===== src/rtl/dwcv_sched_if.sv =====
// dwcv_sched_if: handshake and memory-port bundle for the depthwise-separable
// convolution scheduler.
//   master : scheduler side (drives strobes, addresses, write data, busy/done)
//   slave  : environment side (drives start and the read data returned by
//            the activation RAMs and weight ROM)
// Address widths are derived from the layer geometry exactly as the scheduler
// derives them, so both ends agree for any parameter set.
interface dwcv_sched_if #(
   parameter int INPUT_SIZE      = 32,
   parameter int INPUT_CHANNELS  = 3,
   parameter int OUTPUT_CHANNELS = 3,
   parameter int KERNEL_SIZE     = 3,
   parameter int PX_SIZE         = 8
);
   localparam int OS   = INPUT_SIZE - KERNEL_SIZE + 1;
   localparam int MAXC = (INPUT_CHANNELS > OUTPUT_CHANNELS) ? INPUT_CHANNELS : OUTPUT_CHANNELS;
   localparam int RAW  = $clog2(INPUT_SIZE * INPUT_SIZE * INPUT_CHANNELS);
   localparam int WAW  = $clog2(MAXC * OS * OS);
   localparam int WTW  = $clog2(INPUT_CHANNELS * KERNEL_SIZE * KERNEL_SIZE + INPUT_CHANNELS
                                + OUTPUT_CHANNELS * INPUT_CHANNELS + OUTPUT_CHANNELS);

   logic               start;
   logic               busy;
   logic               done;
   logic               rd_en;
   logic               rd_sel;
   logic [RAW-1:0]     rd_addr;
   logic [PX_SIZE-1:0] rd_data;
   logic               wt_en;
   logic [WTW-1:0]     wt_addr;
   logic [PX_SIZE-1:0] wt_data;
   logic               wr_en;
   logic               wr_sel;
   logic [WAW-1:0]     wr_addr;
   logic [PX_SIZE-1:0] wr_data;

   modport master (
      input  start, rd_data, wt_data,
      output busy, done, rd_en, rd_sel, rd_addr, wt_en, wt_addr,
             wr_en, wr_sel, wr_addr, wr_data
   );

   modport slave (
      output start, rd_data, wt_data,
      input  busy, done, rd_en, rd_sel, rd_addr, wt_en, wt_addr,
             wr_en, wr_sel, wr_addr, wr_data
   );
endinterface


===== src/rtl/dwcv_sched.sv =====
// dwcv_sched: time-multiplexed depthwise-separable convolution layer.
// One signed MAC runs the depthwise phase (K x K per channel into the
// intermediate RAM) and then the pointwise phase (1 x 1 across channels into
// the output RAM). All image/weight storage is external synchronous memory.
// Ports:
//   clk, rst  : rising-edge clock, synchronous active-high reset
//   bus       : dwcv_sched_if.master (start/busy/done, activation read port,
//               weight ROM read port, result write port)
// Each output pixel takes a slot of N+2 cycles (N = K*K or IC): taps issued in
// cycles 0..N-1, bias read in cycle N, products accumulated in cycles 1..N,
// result registered in cycle N+1 and presented on wr_* the following cycle.
module dwcv_sched #(
   parameter int INPUT_SIZE      = 32,
   parameter int INPUT_CHANNELS  = 3,
   parameter int OUTPUT_CHANNELS = 3,
   parameter int KERNEL_SIZE     = 3,
   parameter int PX_SIZE         = 8,
   parameter int ACC_SIZE        = 24,
   parameter int SHIFT           = 0
) (
   input  logic             clk,
   input  logic             rst,
   dwcv_sched_if.master     bus
);
   localparam int IS    = INPUT_SIZE;
   localparam int IC    = INPUT_CHANNELS;
   localparam int OC    = OUTPUT_CHANNELS;
   localparam int K     = KERNEL_SIZE;
   localparam int P     = PX_SIZE;
   localparam int A     = ACC_SIZE;
   localparam int OS    = IS - K + 1;
   localparam int KK    = K * K;
   localparam int MAXC  = (IC > OC) ? IC : OC;
   localparam int MAXN  = (KK > IC) ? KK : IC;
   localparam int RAW   = $clog2(IS * IS * IC);
   localparam int WAW   = $clog2(MAXC * OS * OS);
   localparam int WTW   = $clog2(IC * KK + IC + OC * IC + OC);
   localparam int CW    = $clog2(MAXC + 1);
   localparam int OW    = $clog2(OS + 1);
   localparam int SW    = $clog2(MAXN + 2);
   localparam int KW    = $clog2(K + 1);
   localparam int WB_DB = IC * KK;
   localparam int WB_PK = WB_DB + IC;
   localparam int WB_PB = WB_PK + OC * IC;
   localparam logic signed [A-1:0] SAT_HI = A'((1 << (P - 1)) - 1);
   localparam logic signed [A-1:0] SAT_LO = ~SAT_HI;

   typedef enum logic [2:0] {
      S_IDLE = 3'd0,
      S_DW   = 3'd1,
      S_GAP  = 3'd2,
      S_PW   = 3'd3,
      S_FIN  = 3'd4
   } state_t;

   function automatic logic [P-1:0] sat_fn(input logic signed [A-1:0] v);
      logic [P-1:0] r;
      if (v > SAT_HI) begin
         r = SAT_HI[P-1:0];
      end else if (v < SAT_LO) begin
         r = SAT_LO[P-1:0];
      end else begin
         r = v[P-1:0];
      end
      return r;
   endfunction

   state_t                state_q, state_d;
   logic [CW-1:0]         ch_q, ch_d, last_ch_s;
   logic [OW-1:0]         oy_q, oy_d, ox_q, ox_d;
   logic [SW-1:0]         s_q, s_d, n_last_s;
   logic [KW-1:0]         ky_q, ky_d, kx_q, kx_d;
   logic signed [A-1:0]   acc_q, acc_d, sum_s, shifted_s;
   logic signed [2*P-1:0] prod_s;
   logic                  busy_q, busy_d, done_q, done_d;
   logic                  rd_en_q, rd_en_d, rd_sel_q, rd_sel_d;
   logic [RAW-1:0]        rd_addr_q, rd_addr_d;
   logic                  wt_en_q, wt_en_d;
   logic [WTW-1:0]        wt_addr_q, wt_addr_d;
   logic                  wr_en_q, wr_en_d, wr_sel_q, wr_sel_d;
   logic [WAW-1:0]        wr_addr_q, wr_addr_d;
   logic [P-1:0]          wr_data_q, wr_data_d;

   // Sequencer: phase FSM, loop counters, MAC datapath and write-back values
   always_comb begin
      state_d   = state_q;
      ch_d      = ch_q;
      oy_d      = oy_q;
      ox_d      = ox_q;
      s_d       = s_q;
      ky_d      = ky_q;
      kx_d      = kx_q;
      acc_d     = acc_q;
      done_d    = 1'b0;
      wr_en_d   = 1'b0;
      wr_sel_d  = wr_sel_q;
      wr_addr_d = wr_addr_q;
      wr_data_d = wr_data_q;
      n_last_s  = (state_q == S_PW) ? SW'(IC) : SW'(KK);
      last_ch_s = (state_q == S_PW) ? CW'(OC - 1) : CW'(IC - 1);
      prod_s    = $signed({{P{bus.rd_data[P-1]}}, bus.rd_data})
                * $signed({{P{bus.wt_data[P-1]}}, bus.wt_data});
      sum_s     = acc_q + $signed({{(A - P){bus.wt_data[P-1]}}, bus.wt_data});
      shifted_s = sum_s >>> SHIFT;

      case (state_q)
         S_IDLE: begin
            if (bus.start) begin
               state_d = S_DW;
               ch_d    = '0;
               oy_d    = '0;
               ox_d    = '0;
               s_d     = '0;
               ky_d    = '0;
               kx_d    = '0;
            end else begin
               state_d = S_IDLE;
            end
         end
         S_DW, S_PW: begin
            // Cycle 0 clears, cycles 1..N add the product of the previous tap,
            // cycle N+1 sees the bias on wt_data and produces the pixel.
            if (s_q == SW'(0)) begin
               acc_d = {A{1'b0}};
            end else if (s_q == n_last_s + SW'(1)) begin
               wr_en_d   = 1'b1;
               wr_sel_d  = (state_q == S_PW);
               wr_addr_d = WAW'((32'(ch_q) * 32'(OS) + 32'(oy_q)) * 32'(OS) + 32'(ox_q));
               wr_data_d = sat_fn(shifted_s);
            end else begin
               acc_d = acc_q + $signed({{(A - 2 * P){prod_s[2*P-1]}}, prod_s});
            end

            // Kernel row/column walk only during depthwise tap issue; parked at 0 otherwise
            if ((state_q == S_DW) && (s_q < SW'(KK - 1))) begin
               if (kx_q == KW'(K - 1)) begin
                  kx_d = '0;
                  ky_d = ky_q + KW'(1);
               end else begin
                  kx_d = kx_q + KW'(1);
                  ky_d = ky_q;
               end
            end else begin
               kx_d = '0;
               ky_d = '0;
            end

            if (s_q == n_last_s + SW'(1)) begin
               s_d = '0;
               if (ox_q == OW'(OS - 1)) begin
                  ox_d = '0;
                  if (oy_q == OW'(OS - 1)) begin
                     oy_d = '0;
                     if (ch_q == last_ch_s) begin
                        ch_d    = '0;
                        state_d = (state_q == S_DW) ? S_GAP : S_FIN;
                     end else begin
                        ch_d = ch_q + CW'(1);
                     end
                  end else begin
                     oy_d = oy_q + OW'(1);
                  end
               end else begin
                  ox_d = ox_q + OW'(1);
               end
            end else begin
               s_d = s_q + SW'(1);
            end
         end
         S_GAP: begin
            // Last intermediate write drains here before any pointwise read
            state_d = S_PW;
         end
         S_FIN: begin
            state_d = S_IDLE;
            done_d  = 1'b1;
         end
         default: begin
            state_d = S_IDLE;
         end
      endcase
   end

   // Read strobes/addresses for the cycle described by the next-state counters,
   // so they can be registered and still line up with that cycle
   always_comb begin
      busy_d    = (state_d != S_IDLE);
      rd_en_d   = 1'b0;
      rd_sel_d  = 1'b0;
      rd_addr_d = '0;
      wt_en_d   = 1'b0;
      wt_addr_d = '0;
      if (state_d == S_DW) begin
         if (s_d < SW'(KK)) begin
            rd_en_d   = 1'b1;
            wt_en_d   = 1'b1;
            rd_addr_d = RAW'(((32'(oy_d) + 32'(ky_d)) * 32'(IS) + 32'(ox_d) + 32'(kx_d))
                             * 32'(IC) + 32'(ch_d));
            wt_addr_d = WTW'(32'(ch_d) * 32'(KK) + 32'(ky_d) * 32'(K) + 32'(kx_d));
         end else if (s_d == SW'(KK)) begin
            wt_en_d   = 1'b1;
            wt_addr_d = WTW'(32'(WB_DB) + 32'(ch_d));
         end else begin
            wt_en_d   = 1'b0;
         end
      end else if (state_d == S_PW) begin
         rd_sel_d = 1'b1;
         if (s_d < SW'(IC)) begin
            rd_en_d   = 1'b1;
            wt_en_d   = 1'b1;
            rd_addr_d = RAW'((32'(s_d) * 32'(OS) + 32'(oy_d)) * 32'(OS) + 32'(ox_d));
            wt_addr_d = WTW'(32'(WB_PK) + 32'(ch_d) * 32'(IC) + 32'(s_d));
         end else if (s_d == SW'(IC)) begin
            wt_en_d   = 1'b1;
            wt_addr_d = WTW'(32'(WB_PB) + 32'(ch_d));
         end else begin
            wt_en_d   = 1'b0;
         end
      end else begin
         rd_sel_d = 1'b0;
      end
   end

   // State, counter, accumulator and output registers
   always_ff @(posedge clk) begin
      if (rst) begin
         state_q   <= S_IDLE;
         ch_q      <= '0;
         oy_q      <= '0;
         ox_q      <= '0;
         s_q       <= '0;
         ky_q      <= '0;
         kx_q      <= '0;
         acc_q     <= '0;
         busy_q    <= 1'b0;
         done_q    <= 1'b0;
         rd_en_q   <= 1'b0;
         rd_sel_q  <= 1'b0;
         rd_addr_q <= '0;
         wt_en_q   <= 1'b0;
         wt_addr_q <= '0;
         wr_en_q   <= 1'b0;
         wr_sel_q  <= 1'b0;
         wr_addr_q <= '0;
         wr_data_q <= '0;
      end else begin
         state_q   <= state_d;
         ch_q      <= ch_d;
         oy_q      <= oy_d;
         ox_q      <= ox_d;
         s_q       <= s_d;
         ky_q      <= ky_d;
         kx_q      <= kx_d;
         acc_q     <= acc_d;
         busy_q    <= busy_d;
         done_q    <= done_d;
         rd_en_q   <= rd_en_d;
         rd_sel_q  <= rd_sel_d;
         rd_addr_q <= rd_addr_d;
         wt_en_q   <= wt_en_d;
         wt_addr_q <= wt_addr_d;
         wr_en_q   <= wr_en_d;
         wr_sel_q  <= wr_sel_d;
         wr_addr_q <= wr_addr_d;
         wr_data_q <= wr_data_d;
      end
   end

   assign bus.busy    = busy_q;
   assign bus.done    = done_q;
   assign bus.rd_en   = rd_en_q;
   assign bus.rd_sel  = rd_sel_q;
   assign bus.rd_addr = rd_addr_q;
   assign bus.wt_en   = wt_en_q;
   assign bus.wt_addr = wt_addr_q;
   assign bus.wr_en   = wr_en_q;
   assign bus.wr_sel  = wr_sel_q;
   assign bus.wr_addr = wr_addr_q;
   assign bus.wr_data = wr_data_q;
endmodule

===== src/flat_wrapper.sv =====
// flat-port wrapper written by rule: the top's interface ports become plain ports
module dwcv_sched_flat 
#(
   parameter int INPUT_SIZE      = 32,
   parameter int INPUT_CHANNELS  = 3,
   parameter int OUTPUT_CHANNELS = 3,
   parameter int KERNEL_SIZE     = 3,
   parameter int PX_SIZE         = 8,
   parameter int ACC_SIZE        = 24,
   parameter int SHIFT           = 0
)
  (clk, rst, bus_start, bus_rd_data, bus_wt_data, bus_busy, bus_done, bus_rd_en, bus_rd_sel, bus_rd_addr, bus_wt_en, bus_wt_addr, bus_wr_en, bus_wr_sel, bus_wr_addr, bus_wr_data);
  dwcv_sched_if #(.INPUT_SIZE(INPUT_SIZE), .INPUT_CHANNELS(INPUT_CHANNELS), .OUTPUT_CHANNELS(OUTPUT_CHANNELS), .KERNEL_SIZE(KERNEL_SIZE), .PX_SIZE(PX_SIZE)) bus_i ();
  input  logic clk;
  input  logic rst;
  input wire logic [$bits(bus_i.start)-1:0] bus_start;
  input wire logic [$bits(bus_i.rd_data)-1:0] bus_rd_data;
  input wire logic [$bits(bus_i.wt_data)-1:0] bus_wt_data;
  output wire logic [$bits(bus_i.busy)-1:0] bus_busy;
  output wire logic [$bits(bus_i.done)-1:0] bus_done;
  output wire logic [$bits(bus_i.rd_en)-1:0] bus_rd_en;
  output wire logic [$bits(bus_i.rd_sel)-1:0] bus_rd_sel;
  output wire logic [$bits(bus_i.rd_addr)-1:0] bus_rd_addr;
  output wire logic [$bits(bus_i.wt_en)-1:0] bus_wt_en;
  output wire logic [$bits(bus_i.wt_addr)-1:0] bus_wt_addr;
  output wire logic [$bits(bus_i.wr_en)-1:0] bus_wr_en;
  output wire logic [$bits(bus_i.wr_sel)-1:0] bus_wr_sel;
  output wire logic [$bits(bus_i.wr_addr)-1:0] bus_wr_addr;
  output wire logic [$bits(bus_i.wr_data)-1:0] bus_wr_data;
  assign bus_i.start = bus_start;
  assign bus_i.rd_data = bus_rd_data;
  assign bus_i.wt_data = bus_wt_data;
  assign bus_busy = bus_i.busy;
  assign bus_done = bus_i.done;
  assign bus_rd_en = bus_i.rd_en;
  assign bus_rd_sel = bus_i.rd_sel;
  assign bus_rd_addr = bus_i.rd_addr;
  assign bus_wt_en = bus_i.wt_en;
  assign bus_wt_addr = bus_i.wt_addr;
  assign bus_wr_en = bus_i.wr_en;
  assign bus_wr_sel = bus_i.wr_sel;
  assign bus_wr_addr = bus_i.wr_addr;
  assign bus_wr_data = bus_i.wr_data;
  dwcv_sched #(.INPUT_SIZE(INPUT_SIZE), .INPUT_CHANNELS(INPUT_CHANNELS), .OUTPUT_CHANNELS(OUTPUT_CHANNELS), .KERNEL_SIZE(KERNEL_SIZE), .PX_SIZE(PX_SIZE), .ACC_SIZE(ACC_SIZE), .SHIFT(SHIFT)) u_core (.clk(clk), .rst(rst), .bus(bus_i));
endmodule

===== config.mk =====
export PLATFORM = sky130hd
export DESIGN_NAME = dwcv_sched_flat
export DESIGN_NICKNAME = d
export VERILOG_FILES = /design/src/rtl/dwcv_sched_if.sv /design/src/rtl/dwcv_sched.sv /design/src/flat_wrapper.sv
export SDC_FILE = /design/constraint.sdc
export NUM_CORES = 1
export LEC_CHECK = 0
export BUFFER_PORTS_ARGS = -buffer_cell sky130_fd_sc_hd__buf_2
export CAP_MARGIN = 5
export CORE_ASPECT_RATIO = 1.2
export CORE_MARGIN = 8
export CORE_UTILIZATION = 65
export DETAILED_ROUTE_END_ITERATION = 12
export PLACE_DENSITY = 0.89
export SLEW_MARGIN = 20
export SYNTH_ARGS = -nofsm -noshare
export SYNTH_HDL_FRONTEND = slang
export SYNTH_SLANG_ARGS = --single-unit
export TNS_END_PERCENT = 50

===== constraint.sdc =====
create_clock -name clk -period 16.36 [get_ports clk]
set_input_delay 0 -clock clk [delete_from_list [all_inputs] [get_ports clk]]
set_output_delay 0 -clock clk [all_outputs]
set_load 0.01 [all_outputs]

After elaboration in Yosys (flattened, before gate mapping). Index checks and enable logic that the tools add are counted. W data, S select, Z words.

Bits in registers: 92. Bits of input ports: 19. Word-level logic and storage cells: 142.

$add $sub $neg: 23. Multiply operators: 9. Magnitude comparators: 5. Equal/unequal tests: 14. Muxes and demuxes: 61. Bitwise operators: 2. Reduce and logical (&&, ||, !) cells: 9.

Operator list (number): $mul A32 B4 Y11 const B (2); $mux W12 (4); $mux W24 (2); $mux W6 (6); $mux W5 (7); $add A32 B2 Y32 (1); $add A32 B5 Y32 (1); $mul A32 B2 Y12 const B (1); $add A12 B5 Y12 (2); $add A24 B16 Y24 (1); $add A24 B8 Y24 (1); $gt A24 B8 Y1 const B (1); $lt A24 B8 Y1 const B (1); $mux W2 (11); $pmux W5 S2 (2); $mul A8 B8 Y16 (1); $mux W8 (2); $mux W3 (5); $mux W1 (14); $add A12 B2 Y12 (1); $add A6 B4 Y6 (2); $mul A2 B4 Y6 const B (2); $mux W4 (3); $pmux W2 S2 (3); 34 further kinds (47).

Longest topological paths before layout.
Word-level depth: 13. Gate-level depth with buffers: 30. Gate-level depth less buffers: 29.

Worst setup path after synthesis. Ideal clock, no wire load.

Path type: register to register. Start point: register u_core.s_q[1]. End point: register u_core.rd_addr_q[11], in the netlist u_core.bus.rd_addr[11]. Library setup time: 95 ps. Data arrival time: 6694 ps. Setup slack: 9571 ps. Cell stages (with the launch flop): 24. Path buffers: 0. Cells stage by stage: dfxtp_1 > nor4b_2 > mux2i_1 > nand2_1 > o21ai_0 > a21oi_1 > fa_1 > fa_1 > fa_1 > inv_1 > ha_1 > a21oi_1 > xor2_1 > fa_1 > fa_1 > inv_1 > ha_1 > o21ai_0 > nor2_1 > a21oi_1 > and3_1 > nand3_1 > xnor2_1 > o311ai_1.

Longest elaborated chain between the ends: 11. Elaborated cells on any way between the ends: 36.

Ends and longest elaborated chain: start, declared (line dwcv_sched.sv:71) `logic [SW-1:0] s_q, s_d, n_last_s;`; start signal, assigned (line dwcv_sched.sv:231) `s_q <= '0;`; start signal, assigned (line dwcv_sched.sv:251) `s_q <= s_d;`; $lt A4 B4 Y1 (line dwcv_sched.sv:135) `if ((state_q == S_DW) && (s_q < SW'(KK - 1))) begin`; $logic_and A1 B1 Y1 (line dwcv_sched.sv:135); $mux W2 (line dwcv_sched.sv:135); $pmux W2 S2 (line dwcv_sched.sv:106) `case (state_q)`; $add A5 B2 Y6 (line dwcv_sched.sv:197) `rd_addr_d = RAW'(((32'(oy_d) + 32'(ky_d)) * 32'(IS) + 32'(ox_d) + 32'(kx_d))`; $add A32 B5 Y32 (line dwcv_sched.sv:197); $add A32 B2 Y32 (line dwcv_sched.sv:197); $mul A32 B2 Y12 (line dwcv_sched.sv:198) `* 32'(IC) + 32'(ch_d));`; $add A12 B2 Y12 (line dwcv_sched.sv:198); $mux W12 (line dwcv_sched.sv:194) `if (s_d < SW'(KK)) begin`; $mux W12 * (line dwcv_sched.sv:193) `if (state_d == S_DW) begin`; end signal, assigned (line dwcv_sched.sv:259) `rd_addr_q <= rd_addr_d;`; end, declared (line dwcv_sched.sv:77) `logic [RAW-1:0] rd_addr_q, rd_addr_d;`.

Every way passes the cells marked *; elsewhere a longest branch is shown, timed or not. A chain may end at the register's enable or synchronous reset.

Worst setup path in the final report.
Start point: register u_core.state_q[1]. End point: register u_core.rd_addr_q[11], in the netlist u_core.bus.rd_addr[11].

Longest elaborated chain between the ends: 13. Elaborated cells on any way between the ends: 44.

Ends and longest elaborated chain: start, declared (line dwcv_sched.sv:68) `state_t state_q, state_d;`; start signal, assigned (line dwcv_sched.sv:247) `state_q <= state_d;`; $eq A3 B2 Y1; $mux W4 (line dwcv_sched.sv:99) `n_last_s = (state_q == S_PW) ? SW'(IC) : SW'(KK);`; $add A4 B1 Y4 (line dwcv_sched.sv:148) `if (s_q == n_last_s + SW'(1)) begin`; $eq A4 B4 Y1 (line dwcv_sched.sv:148); $mux W5 or $mux W4 (tied branches) (line dwcv_sched.sv:148); $pmux W5 S2 or $pmux W4 S2 (tied branches) (line dwcv_sched.sv:106); $add A5 B2 Y6 or $mul A4 B4 Y8 (tied branches) (line dwcv_sched.sv:197, dwcv_sched.sv:211); $add A32 B5 Y32 or $add A9 B5 Y10 (tied branches) (line dwcv_sched.sv:197, dwcv_sched.sv:211); $add A32 B2 Y32 or $mul A32 B4 Y11 (tied branches) (line dwcv_sched.sv:197, dwcv_sched.sv:211); $mul A32 B2 Y12 or $add A12 B5 Y12 (tied branches) (line dwcv_sched.sv:198, dwcv_sched.sv:211); $add A12 B2 Y12 or $mux W12 (tied branches) (line dwcv_sched.sv:198, dwcv_sched.sv:208); $mux W12, on equally long branches (line dwcv_sched.sv:194, dwcv_sched.sv:206); $mux W12 * (line dwcv_sched.sv:193).

Marked as above.

==> summary.md <==
| Metric | Value |
|---|---|
| GRT Residual Overflow | `0` |
| Initial Util | `0.661` |
| Total Routing Usage GR | `0.239` |
| DR vias/cell | `approximately 5.8` |
| Synth Net Count | `around 1900` |
| Routed WL | `29200 um` |
| Ys async rst share | `0` |
| Peak supply drop | `88.8 uV` |
| Die height | `173 um` |
| Clock Power Share | `0.126` |
| Layout Cells excl Fill | `1855` |
| Via count | `~11000` |
| R2R depth | `23` |
| Number of global-route vias before repair | `roughly 11000` |
| Clk buf depth | `2` |
| Worst R2R Start | `u_core.state_q[1]` |
| Top Ports | `64` |
| Sw Ratio | `0.475` |
| Global-route wire length before repair | `~52000 um` |
| NetSw | `slightly below 800 uW` |
| Post-Synthesis Mean Instance Area | `approximately 8.7 um^2` |
| CP Data Required Time | `roughly 17000 ps` |
| PortBufs | `63` |
| Reg2Reg Capture Point | `u_core.bus.rd_addr[11]` |
| Layout Nets | `between 1500 and 2000` |
| Seq pwr share | `0.147` |
| FMAX | `roughly 120 MHz` |
| CTS tree | `done` |
| # rows | `57` |
| Unrepaired setup endpoints after global routing | `false` |
| Largest net degree at the start of global routing | `80` |
| P_int | `877 uW` |
| Reg2reg setup slack | `8010 ps` |
| Fill cells | `~1500` |
| Core footprint | `slightly above 0.02 mm^2` |
| Routed wire per std cell | `~16 um` |
| Share of cells above drive strength 1 | `0.0723` |
| Most frequent cell after synthesis | `inv_1` |
| Total negative slack | `0 ps` |
| Worst Max-Slew Pin Slew | `around 1100 ps` |
| Total power | `about 1700 uW` |
| Synth Flop Type | `dfxtp_1` |
| Synth warn | `0` |
| CTS root buffer | `clkbuf_16` |
| Minimum clock period | `~8400 ps` |
| Comb pwr share | `0.727` |
| Clock sink count | `92` |
| Pins over their slew limit | `0` |
| EDFF count, synth | `0` |
| Tcrit/Tclk final | `0.511` |
| Register area | `0.00184 mm^2` |
| CP endpoint kind | `flip-flop` |
| DP Area | `around 0.014 mm^2` |
| CP Max Fanout | `23` |
| First-pass DRT Iterations | `5` |
| Final GP Congestion | `0.921` |
| Crit path DAT | `about 8600 ps` |
| Status | `finished, final reports clean` |
| MaxCap Viol Count | `0` |
| Antenna-violating nets left | `0` |
| Post-CTS setup repair buffer count | `0` |
| Dpl hpwl | `roughly 24000 um` |
| Area of the multi-input gates | `about 0.010 mm^2` |
| Top-area cell type share of the netlist area | `0.225` |
| Synth top cells by count | `inv_1 (242), ha_1 (181), fa_1 (150)` |
| Netlist cell types | `82` |
| Die ar. | `0.0254 mm^2` |
| Critical Path Start | `u_core.state_q[1]` |
| Final hold vios | `0` |
| CTS resizes | `0` |
| DR DRC count | `0` |
| Rel. slew slack | `0.275` |
| Clock transition at path regs | `80 ps` |
| Leak Pwr | `approximately 0.0072 uW` |
| WS Path Type | `flip-flop to flip-flop` |
| CTS buffer count | `9` |
| Antenna Cells | `0` |
| Die width | `between 100 and 150 um` |
| Min-Delay Path Class | `primary input to flip-flop` |
| Initial DRC Count | `between 600 and 700` |
| Critical Path Sink | `u_core.bus.rd_addr[11]` |
| Synthesized flop and latch total | `92` |
| Sequential share of the synthesized area | `0.138` |
| Final setup viols | `0` |
| Synth Cell Area | `0.0133 mm^2` |
| Initial antenna violation count | `0` |
| Clk Latency, worst-skew pair | `360 ps` |
| Placed Instances | `1838` |
| Fin Clk Skew | `between 10 and 15 ps` |
| Largest area contributor in the netlist | `fa_1` |
| Final instance area | `between 0.01 and 0.015 mm^2` |
| Htree depth | `3` |
| Synth top area cells | `fa_1 (23%), ha_1 (17%), dfxtp_1 (14%)` |
| Cells after Synth | `1535` |
| Area growth, synth to finish | `6.50%` |
| PD cells | `118 mW/mm^2` |
| Worst setup SP type | `flip-flop` |
-- how the worst min path moves through the flow --
stage	start	to	cells past startpoint
floorplan	bus_start	u_core.bus.busy	2
global placement	bus_start	u_core.bus.busy	3
detailed placement	bus_start	u_core.bus.busy	3
CTS	bus_wt_data[0]	u_core.bus.wr_data[0]	4
global route	bus_wt_data[0]	u_core.bus.wr_data[0]	4
finish	bus_wt_data[0]	u_core.bus.wr_data[0]	4
-- critical path, stage by stage (launching register included) --
cell	delay, ps
dfxtp_1	540
and3b_2	290
mux2i_1	190
nand2_1	670
o21ai_0	180
a21oi_1	890
fa_1	620
fa_1	490
fa_1	500
inv_1	40
ha_1	300
a21oi_1	220
xor2_1	580
fa_1	540
fa_1	510
inv_1	40
ha_1	330
o21ai_0	230
nor2_1	80
a21oi_1	240
and3_1	250
nand3_1	100
xnor2_1	140
o311ai_1	260
-- timing repair --
| item | CTS | global route |
|---|---|---|
| hold buffers | 1 | 0 |
| hold endpoints to repair | 1 | 0 |
| setup endpoints to repair | 0 | 0 |
-- registers in the layout, summed over array words and instances (netlist names) --
signal	flops
u_core.acc_q	24
u_core.bus.busy	1
u_core.bus.done	1
u_core.bus.rd_addr	12
u_core.bus.rd_en	1
u_core.bus.rd_sel	1
u_core.bus.wr_addr	12
u_core.bus.wr_data	8
u_core.bus.wr_en	1
u_core.bus.wr_sel	1
u_core.bus.wt_addr	6
u_core.bus.wt_en	1
u_core.ch_q	2
u_core.kx_q	2
u_core.ky_q	2
u_core.ox_q	5
u_core.oy_q	5
u_core.s_q	4
u_core.state_q	3
-- per-stage QoR --
| stage | hold WS (ps) | setup slack [ps] | utilization |
|---|---|---|---|
| finish | 192 | 8010 | 0.704 |
| global route | 257 | 7480 | 0.704 |
| CTS | 184 | 8140 | 0.704 |
| detailed placement | 345 | 8190 | 0.689 |
| global placement | 361 | 8500 | 0.689 |
| floorplan | 188 | 9570 | - |
-- final cells by class --
| type | count | share of cell area |
|---|---|---|
| flip-flops and latches | 92 | 0.130 |
| well taps | 265 | 0.0233 |
| clock buffers | 9 | 0.0159 |
| clock inverters | 7 | 0.00467 |
| repair buffers | 70 | 0.0261 |
| inverters | 242 | 0.0639 |
| multi-input cells | 1170 | 0.736 |
-- kinds of logic after synthesis --
kind of cell / after synthesis / share of synthesized area
multiplexers: 5 / 0.00394
buffers and inverters: 273 / 0.0783
flip-flops: 92 / 0.138
AO/OA/AOI/OAI: 305 / 0.154
XOR/XNOR: 107 / 0.0703
AND/OR/NAND/NOR: 421 / 0.160
adder cells (fa/ha/maj): 332 / 0.396
-- routing by layer --
metal	vias to the layer above	GRT usage	part of all wire
li1	5283	-	-
met1	5213	0.268	0.40
met2	253	0.454	0.54
met3	53	0.0251	0.037
met4	0	0.0822	0.026
met5	-	0	0
-- power groups by stage --
stage	clock, uW	sequential, uW	combinational, uW
global route	222	247	1390
global placement	0	250	1140
detailed placement	0	251	1190
CTS	214	245	1210
floorplan	0	248	971
finish	211	246	1210
-- placed cells by master, fill, tap and decap left out, drive strengths merged, types with 13 or more instances in the layout --
cell / n
a211oi: 19
a21o: 26
a21oi: 85
a22oi: 32
and2: 38
and3: 13
buf: 69
dfxtp: 92
fa: 150
ha: 181
inv: 246
nand2: 90
nand2b: 16
nand3: 30
nor2: 121
nor2b: 18
nor3: 27
o21ai: 49
or3: 14
xnor2: 77
xor2: 30
(Power assumes the default switching activity.)
